File: src/rtl/booth_radix4_seq_multiplier_pkg.sv
// -----------------------------------------------------------------------------
// booth_mul_pkg
// Shared types and helpers for the sequential radix-4 Booth multiplier:
//   - state_t        : controller states (IDLE, BUSY, DONE)
//   - booth_groups() : number of radix-4 Booth digits for a given operand width
//   - booth_digit_t  : decoded Booth digit (neg, one, two)
//   - booth_encode() : 3-bit multiplier window -> decoded digit
// -----------------------------------------------------------------------------
package booth_mul_pkg;

    typedef enum logic [1:0] {
        IDLE = 2'd0,
        BUSY = 2'd1,
        DONE = 2'd2
    } state_t;

    // The operand is extended by two bits, so WIDTH+2 bits recode into
    // WIDTH/2+1 digits.
    function automatic int booth_groups(input int width);
        return width / 2 + 1;
    endfunction

    // Digit value = (neg ? -1 : +1) * (one ? 1 : two ? 2 : 0)
    typedef struct packed {
        logic neg;
        logic one;
        logic two;
    } booth_digit_t;

    function automatic booth_digit_t booth_encode(input logic [2:0] win);
        booth_digit_t d;
        d = '0;
        case (win)
            3'b001, 3'b010: d.one = 1'b1;                  // +1
            3'b011:         d.two = 1'b1;                  // +2
            3'b100:         begin d.neg = 1'b1; d.two = 1'b1; end  // -2
            3'b101, 3'b110: begin d.neg = 1'b1; d.one = 1'b1; end  // -1
            default:        d = '0;                        // 000 / 111 -> 0
        endcase
        return d;
    endfunction

endpackage

File: src/rtl/booth_radix4_seq_multiplier_if.sv
// -----------------------------------------------------------------------------
// booth_radix4_seq_multiplier_if
// Operand / result handshake bundle of the sequential Booth multiplier.
//   Request : in_valid, in_ready, a, b, a_signed, b_signed
//   Control : kill (abort), busy (status)
//   Result  : out_valid, out_ready, product
// Modports: master = producer/consumer side, slave = multiplier side.
// -----------------------------------------------------------------------------
interface booth_radix4_seq_multiplier_if #(
    parameter int WIDTH = 32
);
    logic                 in_valid;
    logic                 in_ready;
    logic [WIDTH-1:0]     a;
    logic [WIDTH-1:0]     b;
    logic                 a_signed;
    logic                 b_signed;
    logic                 kill;
    logic                 out_valid;
    logic                 out_ready;
    logic [2*WIDTH-1:0]   product;
    logic                 busy;

    modport master (
        output in_valid, a, b, a_signed, b_signed, kill, out_ready,
        input  in_ready, out_valid, product, busy
    );

    modport slave (
        input  in_valid, a, b, a_signed, b_signed, kill, out_ready,
        output in_ready, out_valid, product, busy
    );
endinterface

File: src/rtl/booth_radix4_pp_gen.sv
// -----------------------------------------------------------------------------
// booth_radix4_pp_gen
// Combinational radix-4 Booth partial-product generator.
//   win   : 3-bit multiplier window {b[2i+1], b[2i], b[2i-1]}
//   a_ext : multiplicand already extended to WIDTH+2 bits (two's complement)
//   pp    : digit * a_ext, sign-extended to 2*WIDTH+2 bits, not yet shifted
// -----------------------------------------------------------------------------
module booth_radix4_pp_gen
    import booth_mul_pkg::*;
#(
    parameter int WIDTH = 32
) (
    input  logic [2:0]         win,
    input  logic [WIDTH+1:0]   a_ext,
    output logic [2*WIDTH+1:0] pp
);
    localparam int PP_W = 2 * WIDTH + 2;

    booth_digit_t    digit;
    logic [PP_W-1:0] a_wide;
    logic [PP_W-1:0] mag;

    // NOTE: every signal written here gets a value on every path (defaults
    // first), otherwise synthesis infers a latch.
    always_comb begin
        digit  = booth_encode(win);
        a_wide = {{WIDTH{a_ext[WIDTH+1]}}, a_ext};
        mag    = '0;
        if (digit.one) begin
            mag = a_wide;
        end else if (digit.two) begin
            mag = a_wide << 1;
        end
        pp = digit.neg ? (~mag + 1'b1) : mag;
    end
endmodule

File: src/rtl/booth_radix4_seq_multiplier.sv
// -----------------------------------------------------------------------------
// booth_radix4_seq_multiplier
// Iterative radix-4 Booth multiplier retiring PP_PER_CYCLE partial products
// per clock. Per-operand signedness covers MUL / MULH / MULHU / MULHSU.
//   clk  : rising-edge clock
//   rst  : asynchronous, active-high reset
//   bus  : slave side of booth_radix4_seq_multiplier_if
//          (in_valid/in_ready/a/b/a_signed/b_signed, kill,
//           out_valid/out_ready/product, busy)
// Latency: out_valid rises ceil(G/PP_PER_CYCLE) edges after acceptance,
// G = WIDTH/2+1.
// -----------------------------------------------------------------------------
module booth_radix4_seq_multiplier
    import booth_mul_pkg::*;
#(
    parameter int WIDTH        = 32,
    parameter int PP_PER_CYCLE = 1
) (
    input  logic clk,
    input  logic rst,
    booth_radix4_seq_multiplier_if.slave bus
);
    localparam int G     = booth_groups(WIDTH);
    localparam int EXT_W = WIDTH + 2;
    localparam int ACC_W = 2 * WIDTH + 2;
    localparam int CNT_W = $clog2(G + PP_PER_CYCLE + 1);

    if ((WIDTH % 2 != 0) || (WIDTH < 4)) begin : g_bad_width
        $error("booth_radix4_seq_multiplier: WIDTH must be even and >= 4");
    end
    if (!(PP_PER_CYCLE == 1 || PP_PER_CYCLE == 2 || PP_PER_CYCLE == 4)) begin : g_bad_ppc
        $error("booth_radix4_seq_multiplier: PP_PER_CYCLE must be 1, 2 or 4");
    end

    function automatic logic [EXT_W-1:0] extend(input logic [WIDTH-1:0] v, input logic s);
        return {{2{s & v[WIDTH-1]}}, v};
    endfunction

    state_t               state, state_nxt;
    logic                 accept, step, finish, last;
    logic [EXT_W-1:0]     a_ext_q;
    logic [EXT_W:0]       b_win_q;     // {ext(b), b[-1]=0}
    logic [ACC_W-1:0]     acc, acc_nxt, pp_sum;
    logic [CNT_W-1:0]     cnt;
    logic [2*WIDTH-1:0]   product_q;
    logic [ACC_W-1:0]     pp_raw   [PP_PER_CYCLE];
    logic [ACC_W-1:0]     pp_shift [PP_PER_CYCLE];

    // ---------------- partial products for digits cnt .. cnt+P-1 ----------
    for (genvar k = 0; k < PP_PER_CYCLE; k++) begin : g_pp
        logic [CNT_W-1:0] digit_idx;
        logic [2:0]       win;

        assign digit_idx = cnt + CNT_W'(k);
        // Digits past the last group contribute nothing.
        assign win = (int'(digit_idx) < G) ? 3'(b_win_q >> (2 * digit_idx)) : 3'b000;

        booth_radix4_pp_gen #(.WIDTH(WIDTH)) u_pp_gen (
            .win   (win),
            .a_ext (a_ext_q),
            .pp    (pp_raw[k])
        );

        assign pp_shift[k] = pp_raw[k] << (2 * digit_idx);
    end

    // NOTE: combinational blocks use blocking '=' so the running sum is seen
    // by the next loop iteration; clocked blocks use '<=' only.
    always_comb begin
        pp_sum = '0;
        for (int k = 0; k < PP_PER_CYCLE; k++) begin
            pp_sum = pp_sum + pp_shift[k];
        end
    end

    assign acc_nxt = acc + pp_sum;
    assign last    = (int'(cnt) + PP_PER_CYCLE) >= G;

    // ---------------- controller -------------------------------------------
    always_ff @(posedge clk or posedge rst) begin
        if (rst) state <= IDLE;
        else     state <= state_nxt;
    end

    // kill is checked first in every state so it wins over both handshakes.
    always_comb begin
        state_nxt     = state;
        accept        = 1'b0;
        step          = 1'b0;
        finish        = 1'b0;
        bus.in_ready  = (state == IDLE);
        bus.out_valid = (state == DONE);
        bus.busy      = (state == BUSY);
        case (state)
            IDLE: begin
                if (bus.in_valid && !bus.kill) begin
                    accept    = 1'b1;
                    state_nxt = BUSY;
                end
            end
            BUSY: begin
                if (bus.kill) begin
                    state_nxt = IDLE;
                end else begin
                    step = 1'b1;
                    if (last) begin
                        finish    = 1'b1;
                        state_nxt = DONE;
                    end
                end
            end
            DONE: begin
                if (bus.kill || bus.out_ready) state_nxt = IDLE;
            end
            default: state_nxt = IDLE;
        endcase
    end

    // ---------------- datapath ---------------------------------------------
    always_ff @(posedge clk or posedge rst) begin
        if (rst) begin
            a_ext_q   <= '0;
            b_win_q   <= '0;
            acc       <= '0;
            cnt       <= '0;
            product_q <= '0;
        end else if (accept) begin
            a_ext_q <= extend(bus.a, bus.a_signed);
            b_win_q <= {extend(bus.b, bus.b_signed), 1'b0};
            acc     <= '0;
            cnt     <= '0;
        end else if (step) begin
            acc <= acc_nxt;
            cnt <= cnt + CNT_W'(PP_PER_CYCLE);
            // product only changes here, so it stays frozen through DONE.
            if (finish) product_q <= acc_nxt[2*WIDTH-1:0];
        end
    end

    assign bus.product = product_q;
endmodule
File: src/flat_wrapper.sv
// flat-port wrapper written by rule: the top's interface ports become plain ports
module booth_radix4_seq_multiplier_flat import booth_mul_pkg::*;
#(
    parameter int WIDTH        = 32,
    parameter int PP_PER_CYCLE = 1
)
  (clk, rst, bus_in_valid, bus_a, bus_b, bus_a_signed, bus_b_signed, bus_kill, bus_out_ready, bus_in_ready, bus_out_valid, bus_product, bus_busy);
  booth_radix4_seq_multiplier_if #(.WIDTH(WIDTH)) bus_i ();
  input  logic clk;
  input  logic rst;
  input wire logic [$bits(bus_i.in_valid)-1:0] bus_in_valid;
  input wire logic [$bits(bus_i.a)-1:0] bus_a;
  input wire logic [$bits(bus_i.b)-1:0] bus_b;
  input wire logic [$bits(bus_i.a_signed)-1:0] bus_a_signed;
  input wire logic [$bits(bus_i.b_signed)-1:0] bus_b_signed;
  input wire logic [$bits(bus_i.kill)-1:0] bus_kill;
  input wire logic [$bits(bus_i.out_ready)-1:0] bus_out_ready;
  output wire logic [$bits(bus_i.in_ready)-1:0] bus_in_ready;
  output wire logic [$bits(bus_i.out_valid)-1:0] bus_out_valid;
  output wire logic [$bits(bus_i.product)-1:0] bus_product;
  output wire logic [$bits(bus_i.busy)-1:0] bus_busy;
  assign bus_i.in_valid = bus_in_valid;
  assign bus_i.a = bus_a;
  assign bus_i.b = bus_b;
  assign bus_i.a_signed = bus_a_signed;
  assign bus_i.b_signed = bus_b_signed;
  assign bus_i.kill = bus_kill;
  assign bus_i.out_ready = bus_out_ready;
  assign bus_in_ready = bus_i.in_ready;
  assign bus_out_valid = bus_i.out_valid;
  assign bus_product = bus_i.product;
  assign bus_busy = bus_i.busy;
  booth_radix4_seq_multiplier #(.WIDTH(WIDTH), .PP_PER_CYCLE(PP_PER_CYCLE)) u_core (.clk(clk), .rst(rst), .bus(bus_i));
endmodule
File: config.mk
export PLATFORM = sky130hd
export DESIGN_NAME = booth_radix4_seq_multiplier_flat
export DESIGN_NICKNAME = d
export VERILOG_FILES = /design/src/rtl/booth_radix4_seq_multiplier_pkg.sv /design/src/rtl/booth_radix4_seq_multiplier_if.sv /design/src/rtl/booth_radix4_pp_gen.sv /design/src/rtl/booth_radix4_seq_multiplier.sv /design/src/flat_wrapper.sv
export SDC_FILE = /design/constraint.sdc
export NUM_CORES = 1
export LEC_CHECK = 0
export ABC_AREA = 0
export CORE_MARGIN = 2
export CORE_UTILIZATION = 60
export CTS_BUF_LIST = sky130_fd_sc_hd__clkbuf_8
export CTS_CLUSTER_DIAMETER = 60
export DETAILED_ROUTE_END_ITERATION = 8
export GPL_TIMING_DRIVEN = 0
export HOLD_SLACK_MARGIN = 0.06
export MAX_ROUTING_LAYER = met4
export PLACE_DENSITY_LB_ADDON = 0.15
export SYNTH_ARGS = -nofsm -noshare
export SYNTH_HDL_FRONTEND = slang
export SYNTH_SLANG_ARGS = --single-unit
export TNS_END_PERCENT = 50
File: constraint.sdc
create_clock -name clk -period 13.2 [get_ports clk]
set_input_delay 1.98 -clock clk [delete_from_list [all_inputs] [get_ports clk]]
set_output_delay 1.98 -clock clk [all_outputs]
set_load 0.01 [all_outputs]
=== Word-level counts from Yosys, hierarchy flattened ===
Cells that the tools add are included.

* Bits in registers: 203
* Bits of input ports: 71
* Output and inout bits: 67
* Word-level logic and storage cells: 62

* Add/sub/neg operators: 4
* Magnitude comparators: 2
* Equality and inequality tests: 11
* Shifts and indexed selects: 2
* Multiplexer cells: 23
* Bitwise logic cells: 4
* Reduce and logical (&&, ||, !) cells: 10

{| class="wikitable"
|+ Operators by type and width
! operator !! count
|-
| 66-bit two-way mux || 5
|-
| 66-bit by 1-bit adder with 66-bit output (second input constant) || 1
|-
| 66-bit adder || 1
|-
| 66-bit inverter || 1
|-
| 66-bit by 6-bit left shift with 66-bit output || 1
|-
| 35-bit by 6-bit >> shifter with 3-bit output || 1
|-
| 32-bit by 6-bit greater-or-equal comparator with 1-bit output (second input constant) || 1
|-
| 1-bit two-way mux || 10
|-
| 5-bit two-way mux || 2
|-
| 3-bit equality test (second input constant) || 3
|-
| 2-bit two-way mux || 4
|-
| 5-bit by 1-bit adder with 6-bit output (second input constant) || 1
|-
| 3-bit by 2-bit equality test with 1-bit output (second input constant) || 2
|-
| 2-bit case mux with 3 select lines || 1
|-
| 3-bit AND reduction || 2
|-
| 5-bit by 1-bit adder with 5-bit output (second input constant) || 1
|-
| 5-bit < comparator (second input constant) || 1
|-
| 2-bit by 1-bit inequality test with 1-bit output (second input constant) || 2
|-
| 4-bit OR reduction || 1
|-
| 3-bit by 1-bit equality test with 1-bit output (second input constant) || 1
|-
| 3-bit two-way mux || 1
|-
| 3-bit by 2-bit inequality test with 1-bit output (second input constant) || 1
|-
| 3-bit OR reduction || 1
|-
| 1-bit bitwise AND || 2
|-
| 9 further kinds || 9
|}

=== Depth between registers and ports, before layout ===
* Depth after elaboration: 14
* Gate-level depth with buffers: 43
* Mapped depth without buffers: 37

=== Modules after synthesis ===
From an unflattened synthesis, not the netlist that was laid out.

* Cell total of the unflattened synthesis: 2020
* Area, all modules: 17088.9 µm²

{| class="wikitable"
|+ By module, submodules not included
! module !! instances !! cells an instance !! area an instance (µm²) !! seq. area each (µm²)
|-
| booth_radix4_seq_multiplier || 1 || 1646 || 14722.9 || 5029.8
|-
| booth_radix4_pp_gen || 1 || 374 || 2366.0 || 0.0
|}

=== Least setup slack after synthesis ===
Ideal clock, no wire load.

* Path kind: register -> register
* From: reg u_core.cnt[0]
* To: reg u_core.product_q[58], in the netlist u_core.bus.product[58]
* Library setup time: 0.125 ns
* Data arrival time: 8.959 ns
* Required time: 13.075 ns
* Slack: 4.116 ns
* Cell stages (with the launch flop): 42
* Buffers on the path: 11
* Clock period less this slack: 9.084 ns
* Cell sequence: dfrtp_1 buf_6 buf_2 buf_1 buf_1 buf_1 mux2i_1 o21ai_0 mux4_2 o21ai_0 ha_1 clkbuf_1 buf_1 clkbuf_1 buf_1 buf_1 nand2_1 ha_1 [... 6 more ...] o211ai_1 mux2i_1 mux2_2 nor2_1 a21oi_1 and2_1 ha_1 nand3_1 o21ai_0 a21oi_1 o221a_2 o41a_1 o31ai_1 a21oi_1 o21ai_0 a31oi_1 xnor2_1 mux2_2

* Longest elaborated chain between the ends: 12
* Elaborated cells on any way between the ends: 28
* Classes of those cells: 3 x add/sub; 2 x order compare; 6 x eq/ne; 2 x shift; 10 x mux; 1 x bitwise; 4 x reduce/logical

{| class="wikitable"
|+ RTL lines
! what !! line !! RTL
|-
| start: declaration || booth_radix4_seq_multiplier.sv:44 || <nowiki>logic [CNT_W-1:0] cnt;</nowiki>
|-
| start signal: assignment || booth_radix4_seq_multiplier.sv:134 || <nowiki>cnt <= cnt + CNT_W'(PP_PER_CYCLE);</nowiki>
|-
| 35-bit by 6-bit >> shifter with 3-bit output or 5-bit < comparator (tied branches) || booth_radix4_seq_multiplier.sv:56 || <nowiki>assign win = (int'(digit_idx) < G) ? 3'(b_win_q >> (2 * digit_idx)) : 3'b000;</nowiki>
|-
| 3-bit two-way mux || booth_radix4_seq_multiplier.sv:56 ||
|-
| 3-bit equality test or 3-bit by 2-bit equality test with 1-bit output (tied branches) || booth_radix4_seq_multiplier_pkg.sv:33 || <nowiki>case (win)</nowiki>
|-
| 2-bit OR reduction (no line) || n/a ||
|-
| 1-bit two-way mux || booth_radix4_seq_multiplier_pkg.sv:33 ||
|-
| 66-bit two-way mux || booth_radix4_pp_gen.sv:31 || <nowiki>end else if (digit.two) begin</nowiki>
|-
| 66-bit two-way mux || booth_radix4_pp_gen.sv:29 || <nowiki>if (digit.one) begin</nowiki>
|-
| 66-bit inverter || booth_radix4_pp_gen.sv:34 || <nowiki>pp = digit.neg ? (~mag + 1'b1) : mag;</nowiki>
|-
| 66-bit by 1-bit adder with 66-bit output || booth_radix4_pp_gen.sv:34 ||
|-
| 66-bit two-way mux || booth_radix4_pp_gen.sv:34 ||
|-
| 66-bit by 6-bit left shift with 66-bit output || booth_radix4_seq_multiplier.sv:64 || <nowiki>assign pp_shift[k] = pp_raw[k] << (2 * digit_idx);</nowiki>
|-
| 66-bit adder || booth_radix4_seq_multiplier.sv:76 || <nowiki>assign acc_nxt = acc + pp_sum;</nowiki>
|-
| end signal: assignment || booth_radix4_seq_multiplier.sv:136 || <nowiki>if (finish) product_q <= acc_nxt[2*WIDTH-1:0];</nowiki>
|-
| end: declaration || booth_radix4_seq_multiplier.sv:45 || <nowiki>logic [2*WIDTH-1:0] product_q;</nowiki>
|}

Parallel ways exist; a longest one is shown, timed or not.
A chain may end at the register's enable or synchronous reset.

=== Worst setup path after layout ===
* From: reg u_core.cnt[0]
* To: reg u_core.product_q[63], in the netlist u_core.bus.product[63]

Same word-level chain as after synthesis.

==> impl_metrics.json <==
{
  "min-delay-start": "u_core.bus.product[16]",
  "hold_depth": 2,
  "crit_type": "flop to flop",
  "crit_path_top_delay_cell": "o32ai_1",
  "coreArea_sq_mm": 0.0260,
  "area_growth_pct": 16.6,
  "antenna_left": 0,
  "place.detailed.hpwl_um": 43600,
  "fp-row-count": 59,
  "drt-total-wl_um": 57600,
  "grt_usage_pct": 41.9,
  "timing.fmax_ghz": 0.0778,
  "rsz0062_at_grt": "no",
  "ys_ff_latch": 201,
  "worst_path_largest_cell_delay_ns": 0.77,
  "fp.dieArea_sq_mm": 0.0277,
  "cts_setup_buffers": 0,
  "worst_setup_hold_path_clk_slew_ns": 0.06,
  "antenna_cells": 0,
  "clock_sinks": 201,
  "ys.flop_type": "dfrtp_1",
  "grt_pass1_wl_um": 90400,
  "tightestPinTransition_ns": 1.32,
  "r2r_start": "u_core.cnt[0]",
  "cts_tree": "yes",
  "die_h_um": 167,
  "reg2regPathDepth": 41,
  "wl_per_cell_um": 22.7,
  "ys_warn_count": 0,
  "yosysUniqueCellTypes": 83,
  "path_delay_family": "buffers and inverters",
  "via_per_inst": 6.71,
  "dr.pass1.iters": 7,
  "synth_edf_count": 0,
  "nets": 2323,
  "cts_resized": 0,
  "r2r-end": "u_core.bus.product[63]",
  "avgSynthCellArea_sq_um": 7.92,
  "clockBufferDepth": 3,
  "maxCapViolCount": 0,
  "syn_inst": 2003,
  "antenna_found_initial": 0,
  "min_path_type": "flop to flop",
  "grt_start_max_net_pins": 108,
  "skew_ns": 0.0272,
  "power.leakage_nw": 8.69,
  "fin_util_pct": 71.1,
  "cp.buffers_inverters": 11,
  "gp_congestion": 1.07,
  "crit_required_ns": 13.59,
  "worst_path_most_repeated_cell": "buf_1",
  "async_flop_share_pct": 100,
  "min_to": "u_core.bus.product[16]",
  "cts-buffers-inserted": 36,
  "drt_iter0_drc": 2417,
  "fin_crit_ns": 12.86,
  "status": "complete, no violations",
  "io_pins": 138,
  "power_density_mw_per_mm2": 272,
  "drive_above_1_share_pct": 5.62,
  "htreeDepth": 2,
  "netlist_area_sq_mm": 0.0159,
  "insertion_delay_ns": 0.56,
  "slew_viol_final": 0,
  "peakVddDrop_mv": 0.192,
  "setup_viol": 0,
  "endpoint_kind": "flop",
  "finalCritPeriodShare_pct": 97.4,
  "syn_nets": 2146,
  "grt_pass1_vias": 16400,
  "io_buffers": 137,
  "root_buffer": "clkbuf_8",
  "r2r_setup_slack_ns": 0.34,
  "arrival_ns": 13.25,
  "vias": 17000,
  "worst-path-max-fanout": 10,
  "gr-total-overflow": 0,
  "start_kind": "flop",
  "start_util_pct": 61.0,
  "maxSlewHeadroom_pct": 11.3,
  "fin_tns_setup_ns": 0,
  "die_w_um": 167,
  "holdBufCountCts": 0,
  "drcViolationCount": 0,
  "hold_viol": 0,
  "ys_seq_area_share_pct": 31.7
}
==> routing by layer <==
layer	GRT usage (%)	vias to the layer above	routed length, um
met5	-	-	0
met4	14.7	0	2330
met3	8.13	217	6570
met2	62.5	1142	24900
met1	57.2	8118	23800
li1	-	7561	-
==> area by class of cell <==
cell class,count,area (sq um)
clock inverters,19,141
multi-input cells,1626,10200
fillers,2056,7500
inverters,39,154
well taps,335,419
flip-flops and latches,201,5030
clock buffers,45,619
repair buffers,139,1410
plain buffers,137,541
==> worst max-delay path by stage <==
stage,from,end,cells after the start
global route,u_core.cnt[0],u_core.bus.product[58],37
floorplan,u_core.cnt[0],u_core.bus.product[58],41
CTS,u_core.cnt[0],u_core.bus.product[58],41
global placement,u_core.cnt[0],u_core.bus.product[58],41
detailed placement,u_core.cnt[0],u_core.bus.product[58],41
finish,u_core.cnt[0],u_core.bus.product[63],41
==> cell families (layout without fill, tap and decap cells) <==
family	after synthesis	count (layout)	share of synthesized area, %
simple gates	803	803	21.9
compound gates	581	581	24.8
flops	201	201	31.7
buf+inv	176	379	4.32
mux	89	89	6.96
xor+xnor	81	81	4.47
fa+ha+maj	72	72	5.73
==> cells in the final DEF, fill, tap and decap left out, drive strengths merged, types with 13 or more instances in the layout <==
master         instances
a211oi                19
a22oi                 16
clkbuf               161
and2                  22
mux2                  20
nor4                  13
nand2                485
o211ai                15
mux2i                 54
nor2b                 18
buf                   23
o22ai                 15
clkdlybuf4s50        137
nand4                 16
o31ai                 16
a21oi                131
or3                   14
xor2                  26
a22o                  61
nand2b                17
dfrtp                201
o21a                  20
o21ai                119
ha                    71
nor3                  29
nand3                 27
a31oi                 17
nor2                 124
a21o                  44
xnor2                 55
inv                   47
mux4                  15
==> worst min-delay path, cell delays in order, from the launching register on <==
cell	delay [ns]
dfrtp_1	0.34
nand2_1	0.05
nand2_1	0.06
==> through the flow <==
| stage | hold WS [ns] | instance area (sq um) | total power, mW | worst slack, ns | instances |
|---|---|---|---|---|---|
| finish | 0.472 | 18500 | 5.03 | 0.343 | 2541 |
| global route | 0.500 | 18500 | 5.30 | 0.00138 | 2541 |
| CTS | 0.475 | 18500 | 4.86 | 0.557 | 2541 |
| detailed placement | 0.461 | 17700 | 4.21 | 0.657 | 2477 |
| global placement | 0.456 | 17600 | 4.13 | 0.775 | 2475 |
| floorplan | 0.440 | 15900 | 3.26 | 4.12 | 2003 |
==> cells in the mapped netlist, types with 18 or more instances <==
| cell | number | share of area (%) |
|---|---|---|
| clkbuf_1 | 115 | 2.7 |
| a22o_1 | 61 | 3.4 |
| mux2i_1 | 54 | 3.4 |
| xor2_1 | 26 | 1.4 |
| and2_1 | 22 | 0.87 |
| dfrtp_1 | 201 | 32 |
| nor2b_1 | 18 | 0.71 |
| mux2_2 | 20 | 1.4 |
| nor2_1 | 124 | 2.9 |
| a211oi_1 | 19 | 0.90 |
| inv_1 | 36 | 0.85 |
| o21a_1 | 20 | 0.95 |
| xnor2_1 | 55 | 3.0 |
| a21o_1 | 44 | 2.1 |
| nand3_1 | 27 | 0.85 |
| o21ai_0 | 113 | 3.6 |
| ha_1 | 71 | 5.6 |
| nor3_1 | 28 | 0.88 |
| nand2_1 | 485 | 11 |
| a21oi_1 | 131 | 4.1 |
==> power breakdown <==
group / switching [mW] / leakage, nW / total, mW / internal, mW
Sequential: 0.0852 / 2.65 / 0.809 / 0.724
Combinational: 2.31 / 5.60 / 3.59 / 1.28
Clock: 0.284 / 0.432 / 0.632 / 0.348
Total: 2.68 / 8.69 / 5.03 / 2.35
==> sequential cells by signal (all words and copies together), names as in the netlist <==
name	cells
u_core.acc	64
u_core.bus.product	64
u_core.a_ext_q	33
u_core.b_win_q	33
u_core.cnt	5
u_core.state	2
No activity file was read; power rests on OpenSTA's default activity.
